--- src/rtl/raifes_mul_div.sv ---
// raifes_mul_div: iterative RV32M multiply/divide unit.
//   Multiply is radix-2 shift-add, divide is restoring shift-subtract, one bit
//   per cycle over 32 COMPUTE cycles. Signed operands are reduced to
//   magnitudes at accept and the result sign is fixed on the last iteration.
// Ports:
//   clk, reset                 clock, synchronous active-high reset
//   req_valid/req_ready        request handshake (ready only in IDLE)
//   req_op, req_in1, req_in2   funct3 operation and rs1/rs2 operands
//   kill                       abort in-flight operation, back to IDLE
//   resp_valid/resp_ready      response handshake
//   resp_result                registered result
// Build option: define RAIFES_MUL_DIV_FAST_SPECIAL_EN to short-cut divide by
//   zero, signed divide overflow and multiply by zero straight to DONE.
module raifes_mul_div #(
  localparam int unsigned XPR_LEN = 32
) (
  input  logic               clk,
  input  logic               reset,
  input  logic               req_valid,
  output logic               req_ready,
  input  logic [2:0]         req_op,
  input  logic [XPR_LEN-1:0] req_in1,
  input  logic [XPR_LEN-1:0] req_in2,
  input  logic               kill,
  output logic               resp_valid,
  input  logic               resp_ready,
  output logic [XPR_LEN-1:0] resp_result
);

  localparam int unsigned CNT_W = 5;
  localparam int unsigned ACC_W = 2 * XPR_LEN;

  typedef enum logic [1:0] {
    S_IDLE    = 2'd0,
    S_COMPUTE = 2'd1,
    S_DONE    = 2'd2
  } state_t;

  state_t             state;
  logic [CNT_W-1:0]   counter;
  logic [2:0]         op;
  logic               neg_res;   // negate product or quotient
  logic               neg_rem;   // remainder takes dividend sign
  logic [XPR_LEN-1:0] opnd;      // multiplicand or divisor magnitude
  // Multiply: {high, low} product with multiplier shifting out of the low end.
  // Divide: {partial remainder, dividend/quotient shift register}.
  logic [ACC_W-1:0]   acc;

  // Operand sign decode at accept
  logic               sgn1_c, sgn2_c, neg1_c, neg2_c;
  logic [XPR_LEN-1:0] mag1_c, mag2_c;

  always_comb begin
    sgn1_c = (req_op == 3'b001) || (req_op == 3'b010) ||
             (req_op == 3'b100) || (req_op == 3'b110);
    sgn2_c = (req_op == 3'b001) || (req_op == 3'b100) || (req_op == 3'b110);
    neg1_c = sgn1_c && req_in1[XPR_LEN-1];
    neg2_c = sgn2_c && req_in2[XPR_LEN-1];
    mag1_c = neg1_c ? XPR_LEN'(-req_in1) : req_in1;
    mag2_c = neg2_c ? XPR_LEN'(-req_in2) : req_in2;
  end

  // One iteration of the datapath and the final sign-fixed result
  logic [XPR_LEN:0]   mul_sum_c, div_tmp_c, div_rem_c;
  logic               div_ge_c;
  logic [ACC_W-1:0]   step_c, prod_c;
  logic [XPR_LEN-1:0] quo_c, rem_c, result_c;

  always_comb begin
    mul_sum_c = {1'b0, acc[ACC_W-1:XPR_LEN]} +
                (acc[0] ? {1'b0, opnd} : (XPR_LEN+1)'(0));
    // Remainder stays below the divisor, so 32 stored bits plus the shifted-in
    // dividend bit form the 33-bit trial value.
    div_tmp_c = {acc[ACC_W-1:XPR_LEN], acc[XPR_LEN-1]};
    div_ge_c  = div_tmp_c >= {1'b0, opnd};
    div_rem_c = div_ge_c ? (XPR_LEN+1)'(div_tmp_c - {1'b0, opnd}) : div_tmp_c;
    step_c    = op[2] ? {div_rem_c[XPR_LEN-1:0], acc[XPR_LEN-2:0], div_ge_c}
                      : {mul_sum_c, acc[XPR_LEN-1:1]};
    prod_c    = neg_res ? ACC_W'(-step_c) : step_c;
    quo_c     = neg_res ? XPR_LEN'(-step_c[XPR_LEN-1:0]) : step_c[XPR_LEN-1:0];
    rem_c     = neg_rem ? XPR_LEN'(-step_c[ACC_W-1:XPR_LEN]) : step_c[ACC_W-1:XPR_LEN];
    if (op[2])
      result_c = op[1] ? rem_c : quo_c;
    else
      result_c = (op[1:0] == 2'b00) ? prod_c[XPR_LEN-1:0] : prod_c[ACC_W-1:XPR_LEN];
  end

`ifdef RAIFES_MUL_DIV_FAST_SPECIAL_EN
  // Special cases resolved at accept time
  logic               fast_hit_c;
  logic [XPR_LEN-1:0] fast_res_c;

  always_comb begin
    fast_hit_c = 1'b0;
    fast_res_c = '0;
    if (req_op[2]) begin
      if (req_in2 == '0) begin
        fast_hit_c = 1'b1;
        fast_res_c = req_op[1] ? req_in1 : '1;
      end else if (!req_op[0] && req_in1 == {1'b1, (XPR_LEN-1)'(0)} && req_in2 == '1) begin
        fast_hit_c = 1'b1;
        fast_res_c = req_op[1] ? '0 : req_in1;
      end
    end else if (req_in1 == '0 || req_in2 == '0) begin
      fast_hit_c = 1'b1;
      fast_res_c = '0;
    end
  end
`endif

  // Control FSM and datapath registers
  always_ff @(posedge clk) begin
    if (reset) begin
      state       <= S_IDLE;
      req_ready   <= 1'b1;
      resp_valid  <= 1'b0;
      resp_result <= '0;
      counter     <= '0;
      op          <= '0;
      neg_res     <= 1'b0;
      neg_rem     <= 1'b0;
      opnd        <= '0;
      acc         <= '0;
    end else if (kill) begin
      state      <= S_IDLE;
      req_ready  <= 1'b1;
      resp_valid <= 1'b0;
    end else begin
      case (state)
        S_IDLE: begin
          if (req_valid) begin
            op      <= req_op;
            neg_rem <= neg1_c;
            // Divide by zero keeps the all-ones quotient unsigned-looking
            neg_res <= (neg1_c ^ neg2_c) && !(req_op[2] && req_in2 == '0);
            opnd    <= req_op[2] ? mag2_c : mag1_c;
            acc     <= {XPR_LEN'(0), req_op[2] ? mag1_c : mag2_c};
            counter <= CNT_W'(31);
            req_ready <= 1'b0;
`ifdef RAIFES_MUL_DIV_FAST_SPECIAL_EN
            if (fast_hit_c) begin
              state       <= S_DONE;
              resp_valid  <= 1'b1;
              resp_result <= fast_res_c;
            end else begin
              state <= S_COMPUTE;
            end
`else
            state <= S_COMPUTE;
`endif
          end
        end
        S_COMPUTE: begin
          acc     <= step_c;
          counter <= CNT_W'(counter - CNT_W'(1));
          if (counter == '0) begin
            state       <= S_DONE;
            resp_valid  <= 1'b1;
            resp_result <= result_c;
          end
        end
        S_DONE: begin
          if (resp_ready) begin
            state      <= S_IDLE;
            resp_valid <= 1'b0;
            req_ready  <= 1'b1;
          end
        end
        default: begin
          state      <= S_IDLE;
          resp_valid <= 1'b0;
          req_ready  <= 1'b1;
        end
      endcase
    end
  end

endmodule
--- config.mk ---
export PLATFORM = sky130hd
export DESIGN_NAME = raifes_mul_div
export DESIGN_NICKNAME = d
export VERILOG_FILES = /design/src/rtl/raifes_mul_div.sv
export SDC_FILE = /design/constraint.sdc
export NUM_CORES = 1
export LEC_CHECK = 0
export BUFFER_PORTS_ARGS = -buffer_cell sky130_fd_sc_hd__clkbuf_2
export CORE_UTILIZATION = 38
export CTS_CLUSTER_DIAMETER = 200
export DETAILED_ROUTE_END_ITERATION = 8
export SLEW_MARGIN = 40
export SYNTH_ARGS = -nofsm -noshare
export SYNTH_HDL_FRONTEND = slang
export SYNTH_SLANG_ARGS = --single-unit
--- constraint.sdc ---
create_clock -name clk -period 6.7 [get_ports clk]
set_input_delay 1.005 -clock clk [delete_from_list [all_inputs] [get_ports clk]]
set_output_delay 1.005 -clock clk [all_outputs]
set_load 0.02 [all_outputs]
==> summary.txt, run 1 <==
R2R depth = 20
Final min period = 5.75 ns
Overall die width = 205 um
CTS H-Tree Depth = 4
Buffer depth of the longest clock path = 2
Antenna cells = 0
Critical-path maximum fanout = 14
RSZ-0062 raised after global routing = false
Vias per cell = 6.34
Inst Count DP = 2,756
Leak = 6.78 nW
Non-filler instance count after layout = 2,789
Hold Crit Start = resp_result[6]
First-pass GRT wire length = 100 mm
GRT Total Usage = 31.4%
RR Endpoint = resp_result[22]
Initial Util = 38.5%
Die area = 42,200 sq um
Residual DRC = 0
Arrival @ worst endpoint = 6.10 ns
GRT overflow = 0
Place WS = 1.04 ns
Post-synthesis simple-gate area fraction = 26.7%
Clock Sinks = 142
CP Data Required Time = 7.05 ns
Main synth FF type = dfxtp_1
Fmax achieved = 0.174 GHz
Synth Area in XOR/XNOR = 8.63%
Routed wire per std cell = 24.0 um
Relative slew slack = 42.6%
Max Cap Viol = 0
Sequential-to-total area share from yosys stat = 18.1%
Type of the worst setup path = flop to flop
Setup crit start kind = flop
Die H = 205 um
Total core area = 40,800 sq um
Post-DP HPWL = 51.8 mm
Vias in the first global route = 16,300
Later-pin clock latency in the skew report = 0.48 ns
Largest family of logic cells by synthesized area = compound AO/OA/AOI/OAI gates
Period utilisation layout = 85.9%
Pwr Total = 3.09 mW
Post-route setup TNS = 0 ns
Worst-Margin Slew = 0.856 ns
Input/output buffers = 105
Final hold vios = 0
Max-slew violations = 0
Number of core rows = 74
Status = completed
Final #Nets = 2,388
Layout Utilization = 42.5%
RR Startpoint = acc[49]
Adder-cell share of the synthesized area = 5.82%
Worst setup margin = 0.948 ns
Hold Path End = resp_result[6]
HP Class = flop to flop
Largest cells by area after synthesis = dfxtp_1, a21oi_1, nor2_1
CTS Hold Bufs = 0
DR iter-0 viols = 2,031
Portion of netlist area occupied by mux cells = 5.30%
Cts repair resizes = 0
Hold depth = 2
Synthesis-stage register bit count = 142
Fraction of registers with async set/reset = 0%
Post-synth EDFFs = 0
Maximum vdd drop = 0.199 mV
Crit. End Element = flop
Clock-pin slew on the worst setup and hold paths = 0.08 ns
Number of antenna violations at the first check in global routing = 0
Pin count of the biggest net entering global routing = 72
Worst clock skew = 0.0150 ns
Post-route ant nets = 0
Area Growth Syn to Fin = 10.3%
DRT Pass-1 Iters = 6
Share of the synthesized area in the top cell type = 18.1%
TritonCTS clock tree = yes
Vias = 17,700
Cell area after synthesis = 15,700 sq um
Ports = 106
Synth warn = 0
Syn avg cell area = 7.08 sq um
Post-Syn Nets = 2,365
GPL Wtd Cong = 1.06
Cells after Synth = 2,221
Commonest non-fill, non-tap cells in the layout = nor2_1, nand2_1, a21oi_1
Post-CTS Setup Inserts = 0
Synth Area in Compound Gates = 30.0%
Power Density = 178 nW/um^2
Root Driver = clkbuf_16
Largest area contributor in the synthesized netlist = dfxtp_1
Final setup viols = 0
Final wirelength = 66.8 mm
Commonest non-fill, non-tap cell in the layout = nor2_1
Post-synth cell types = 103
CTS Buf Count = 17
Reg2Reg Setup Slack = 0.95 ns
Share of cells above drive strength 1 = 11.7%
-- worst max path at each step --
stage / startpoint / end / slack, ns
floorplan: opnd[9] / resp_result[22] / 1.94
global placement: acc[49] / resp_result[22] / 1.23
detailed placement: acc[49] / resp_result[22] / 1.04
CTS: acc[49] / resp_result[22] / 1.02
global route: acc[49] / resp_result[22] / 0.41
finish: acc[49] / resp_result[22] / 0.95
-- Yosys cell counts, drive strengths merged (6+ instances only) --
library cell	n
xnor2	87
a22oi	32
or3	30
a21boi	6
and3	19
nor3	82
and2	56
ha	70
nand4	28
mux2i	63
nor3b	9
nor2b	13
xor2	68
nand3	53
nand2	228
o22ai	12
o2111ai	6
a2111oi	6
o21a	19
nor2	243
or4	13
a221oi	6
dfxtp	142
a21o	26
buf	35
inv	75
mux2	18
and4	7
nand2b	18
or2	11
a31o	9
nor4	28
clkbuf	106
a311oi	12
o221ai	23
a21oi	189
o41ai	7
o211ai	47
o31ai	29
a31oi	31
o21ai	124
a211oi	46
-- cells by family (layout without fill, tap and decap cells) --
logic type,after synthesis,count (layout)
AOI/OAI and AO/OA,695,695
xor gates and xnor gates,155,155
adders and majority gates,72,72
buffers and inverters,218,254
DFF,142,142
muxes,81,81
and+or+nand+nor,858,858
-- sequential cells by signal, indices dropped and copies added (netlist names) --
signal       flops
acc             64
counter          5
neg_rem          1
neg_res          1
op               3
opnd            32
req_ready        1
resp_result     32
resp_valid       1
state            2
-- critical path, stage by stage, from the launching register on --
cell and delay [ns]:
dfxtp_1 0.46, ha_1 0.40, a21oi_1 0.29, o21ai_1 0.19, a2111oi_4 0.40, o211a_2 0.52, a31o_2 0.37, ha_1 0.22
nor3b_1 0.24, o221ai_1 0.19, nor3_1 0.48, nand4_1 0.18, inv_1 0.11, nand3_1 0.18, nand2b_1 0.23, buf_4 0.18
nor3_1 0.34, a41oi_1 0.18, xor2_1 0.18, o21ai_0 0.17, o21ai_1 0.08
-- power breakdown --
| group | internal [mW] | leakage (nW) | switching, mW |
|---|---|---|---|
| Clock | 0.570 | 0.306 | 0.480 |
| Combinational | 0.370 | 5.31 | 0.735 |
| Sequential | 0.881 | 1.16 | 0.0493 |
-- per-layer routing --
layer  global-route usage, %  part of all wire [%]  wire length, um
met2                    49.1                    44            29400
met1                    40.9                    43            28400
met3                    5.38                   7.8             5240
met4                    17.1                   5.6             3750
met5                       0                     0                0
-- through the flow --
| stage | hold slack (ns) | cell area (sq um) |
|---|---|---|
| after floorplan | 0.440 | 15700 |
| after global placement | 0.436 | 16700 |
| after detailed placement | 0.440 | 16700 |
| after CTS | 0.451 | 17300 |
| after global routing | 0.474 | 17300 |
| final | 0.450 | 17300 |
-- layout make-up --
cell class,instances,area [sq um]
clock inverters,15,191
clock buffers,17,425
multi-input cells,1861,12100
flip-flops and latches,142,2850
inverters,77,290
fillers,4310,23500
well taps,532,666
repair buffers,145,836
Note: power is estimated with default switching activity, not from simulation.
==> run 2: changes to the inputs <==
--- a/config.mk
+++ b/config.mk
@@ -5,6 +5,7 @@
 export SDC_FILE = /design/constraint.sdc
 export NUM_CORES = 1
 export LEC_CHECK = 0
+export ABC_AREA = 1
 export BUFFER_PORTS_ARGS = -buffer_cell sky130_fd_sc_hd__clkbuf_2
 export CORE_UTILIZATION = 38
 export CTS_CLUSTER_DIAMETER = 200
==> run 2 against run 1 <==
Effect of this change:
- wire length grew 8.2%
- largest cell class unchanged
- highest routed layer unchanged
- sequential power shrank 2%
- sequential share of layout area shrank 1.7 points
- non-clock buffer count shrank 15
- via count grew 18%
- critical endpoint is now resp_result[30]
==> summary.txt, run 2 <==
Max-slew violations = 0 (unchanged)
Later-pin clock latency in the skew report = 0.47 ns (about the same)
Root Driver = clkbuf_16
Pwr Total = 3.44 mW (+11%)
Initial Util = 38.4% (-0.13 points)
CTS Buf Count = 17 (unchanged)
CTS H-Tree Depth = 4 (unchanged)
Sequential-to-total area share from yosys stat = 15.9% (-2.1 points)
Share of the synthesized area in the top cell type = 21.9% (+3.8 points)
Arrival @ worst endpoint = 5.07 ns (-1.03 ns)
Overall die width = 219 um (+6.4%)
Fraction of registers with async set/reset = 0% (unchanged)
Area Growth Syn to Fin = 8.58%
Number of antenna violations at the first check in global routing = 0 (unchanged)
Vias = 20,900 (+18%)
Slowest CP cell = dfxtp_1
Synthesis-stage register bit count = 142 (unchanged)
Max Cap Viol = 0 (unchanged)
Dpl cell area = 18,800 sq um (+12%)
Top Registers = acc x64, opnd x32, resp_result x32
DRT Pass-1 Iters = 8 (+2)
Routed wire per std cell = 18.6 um (-22%)
Cts repair resizes = 0 (unchanged)
HP Class = flop to flop
Die H = 219 um (+6.4%)
Ports = 106 (unchanged)
Period utilisation layout = 70.2% (-16 points)
Largest area contributor in the synthesized netlist = nand2_1
Final hold vios = 0 (unchanged)
Buffer depth of the longest clock path = 2 (unchanged)
Worst-Margin Slew = 0.867 ns (+0.0112 ns)
Critical-path maximum fanout = 37 (+23)
Status = completed
Input/output buffers = 105 (unchanged)
Post-DP HPWL = 58.0 mm (+12%)
Total core area = 46,500 sq um (+14%)
Pin count of the biggest net entering global routing = 89 (+24%)
Power Density = 177 nW/um^2 (-0.24%)
Post-synth EDFFs = 0 (unchanged)
Place WS = 2.08 ns (+1.04 ns)
CP Data Required Time = 7.07 ns (+0.02 ns)
Post-route setup TNS = 0 ns (unchanged)
Clock Sinks = 142 (unchanged)
Final #Nets = 3,411 (+43%)
Leak = 10.1 nW (+49%)
Vias in the first global route = 18,900 (+15%)
Cells after Synth = 3,244 (+46%)
Most numerous cell in the Yosys netlist = nand2_1
RSZ-0062 raised after global routing = false
Commonest non-fill, non-tap cells in the layout = nand2_1, inv_1, nor2_1
Commonest non-fill, non-tap cell in the layout = nand2_1
Syn avg cell area = 5.50 sq um (-22%)
Worst setup margin = 2.00 ns (+1.05 ns)
Cell area after synthesis = 17,800 sq um (+13%)
Largest register FFs = 64 (unchanged)
Share of cells above drive strength 1 = 8.96% (-2.7 points)
First-pass GRT wire length = 110 mm (+9.8%)
TritonCTS clock tree = yes
Post-Syn Nets = 3,388 (+43%)
Most instantiated cells after synthesis = nand2_1, inv_1, nor2_1
Top reg by flops = acc
GRT overflow = 0 (unchanged)
DR iter-0 viols = 2,082 (+2.5%)
Type of the worst setup path = flop to flop
Maximum vdd drop = 0.191 mV (-3.7%)
Setup crit start kind = flop
Largest cells by area after synthesis = nand2_1, dfxtp_1, inv_1
Final setup viols = 0 (unchanged)
Final min period = 4.70 ns (-1.05 ns)
GRT Total Usage = 30.2% (-1.2 points)
Fmax achieved = 0.213 GHz (+22%)
Residual DRC = 0 (unchanged)
Post-synth cell types = 58 (-44%)
Vias per cell = 5.37 (-15%)
Post-CTS Setup Inserts = 0 (unchanged)
Post-route ant nets = 0 (unchanged)
CP max stage delay = 0.46 ns (-0.06 ns)
Number of core rows = 79 (+6.8%)
Main synth FF type = dfxtp_1
Antenna cells = 0 (unchanged)
Worst hold margin = 0.469 ns (+0.0198 ns)
Filler instances = 5,376 (+25%)
Synth warn = 0 (unchanged)
GPL Wtd Cong = 0.988 (-6.5%)
Relative slew slack = 41.6% (-1.0 points)
Cell mode on critical path = nand2_1
Crit. End Element = flop
Worst clock skew = 0.0161 ns (+0.00113 ns)
Final wirelength = 72.3 mm (+8.2%)
Clock-pin slew on the worst setup and hold paths = 0.08 ns (about the same)
CTS Hold Bufs = 0 (unchanged)
Die area = 47,800 sq um (+13%)
Final instance area = 19,400 sq um (+12%)
run 2: changes by cell type in the layout (fill, tap and decap cells not counted), moves of 28 or more:
| cell | before | now |
|---|---|---|
| nand2_1 | 228 | 1039 |
| inv_1 | 74 | 488 |
| nand3_1 | 51 | 250 |
| mux2i_1 | 62 | 0 |
| nor3_1 | 80 | 27 |
| and2_1 | 55 | 7 |
| xnor2_1 | 87 | 39 |
| nor2_1 | 240 | 287 |
| a211oi_1 | 44 | 1 |
| o21ai_0 | 114 | 146 |
| a22oi_1 | 32 | 3 |
| or3_1 | 28 | 0 |
run 2: worst max-delay path, delay by kind of cell, from the launching register on:
kind            cells  cell delay, ns
compound gates      2            0.44
fa+ha+maj           2            0.59
buf+inv             2            0.09
flops               1            0.46
simple gates       26            2.99
run 2: power by group:
part           internal, mW  switching [mW]
Clock                 0.497           0.462
Combinational         0.448            1.12
Sequential            0.885          0.0286
Total                  1.83            1.61
run 2: cells by family after synthesis:
family                     after synthesis  synth area share, %
and+or+nand+nor                       1783                 43.1
buffers and inverters                  634                 13.9
AOI/OAI and AO/OA                      497                 16.2
DFF                                    142                 15.9
xor gates and xnor gates               116                 5.69
adders and majority gates               72                 5.13
run 2: cell type report:
cell class	count	area, sq um	area share, %
Sequential cell	142	2850	14.7
Multi-Input combinational cell	2468	12500	64.8
Clock buffer	18	439	2.27
Timing Repair Buffer	130	748	3.86
Tap cell	607	759	3.92
Inverter	508	1910	9.84
Clock inverter	14	124	0.639
run 2: worst paths after layout:
path | startpoint | end | slack, ns | cells past startpoint
setup / recovery | acc[35] | resp_result[30] | 2.00 | 32
hold / removal | resp_result[12] | resp_result[12] | 0.47 | 2
setup reg to reg | acc[35] | resp_result[30] | 2.00 | 32
hold reg to reg | resp_result[12] | resp_result[12] | 0.47 | 2
run 2: through the flow:
step / util (%) / std cells
floorplan: - / 3244
detailed placement: 40.4 / 3853
global placement: 40.4 / 3853
global route: 41.7 / 3887
finish: 41.7 / 3887
CTS: 41.6 / 3885
run 2: metal layers:
layer / GRT usage, % / up-vias / share of wire [%]
li1: - / 10400 / -
met1: 41.0 / 9433 / 44
met5: 0 / - / 0
met2: 45.3 / 869 / 43
met3: 4.45 / 150 / 7.8
met4: 17.2 / 0 / 5.5
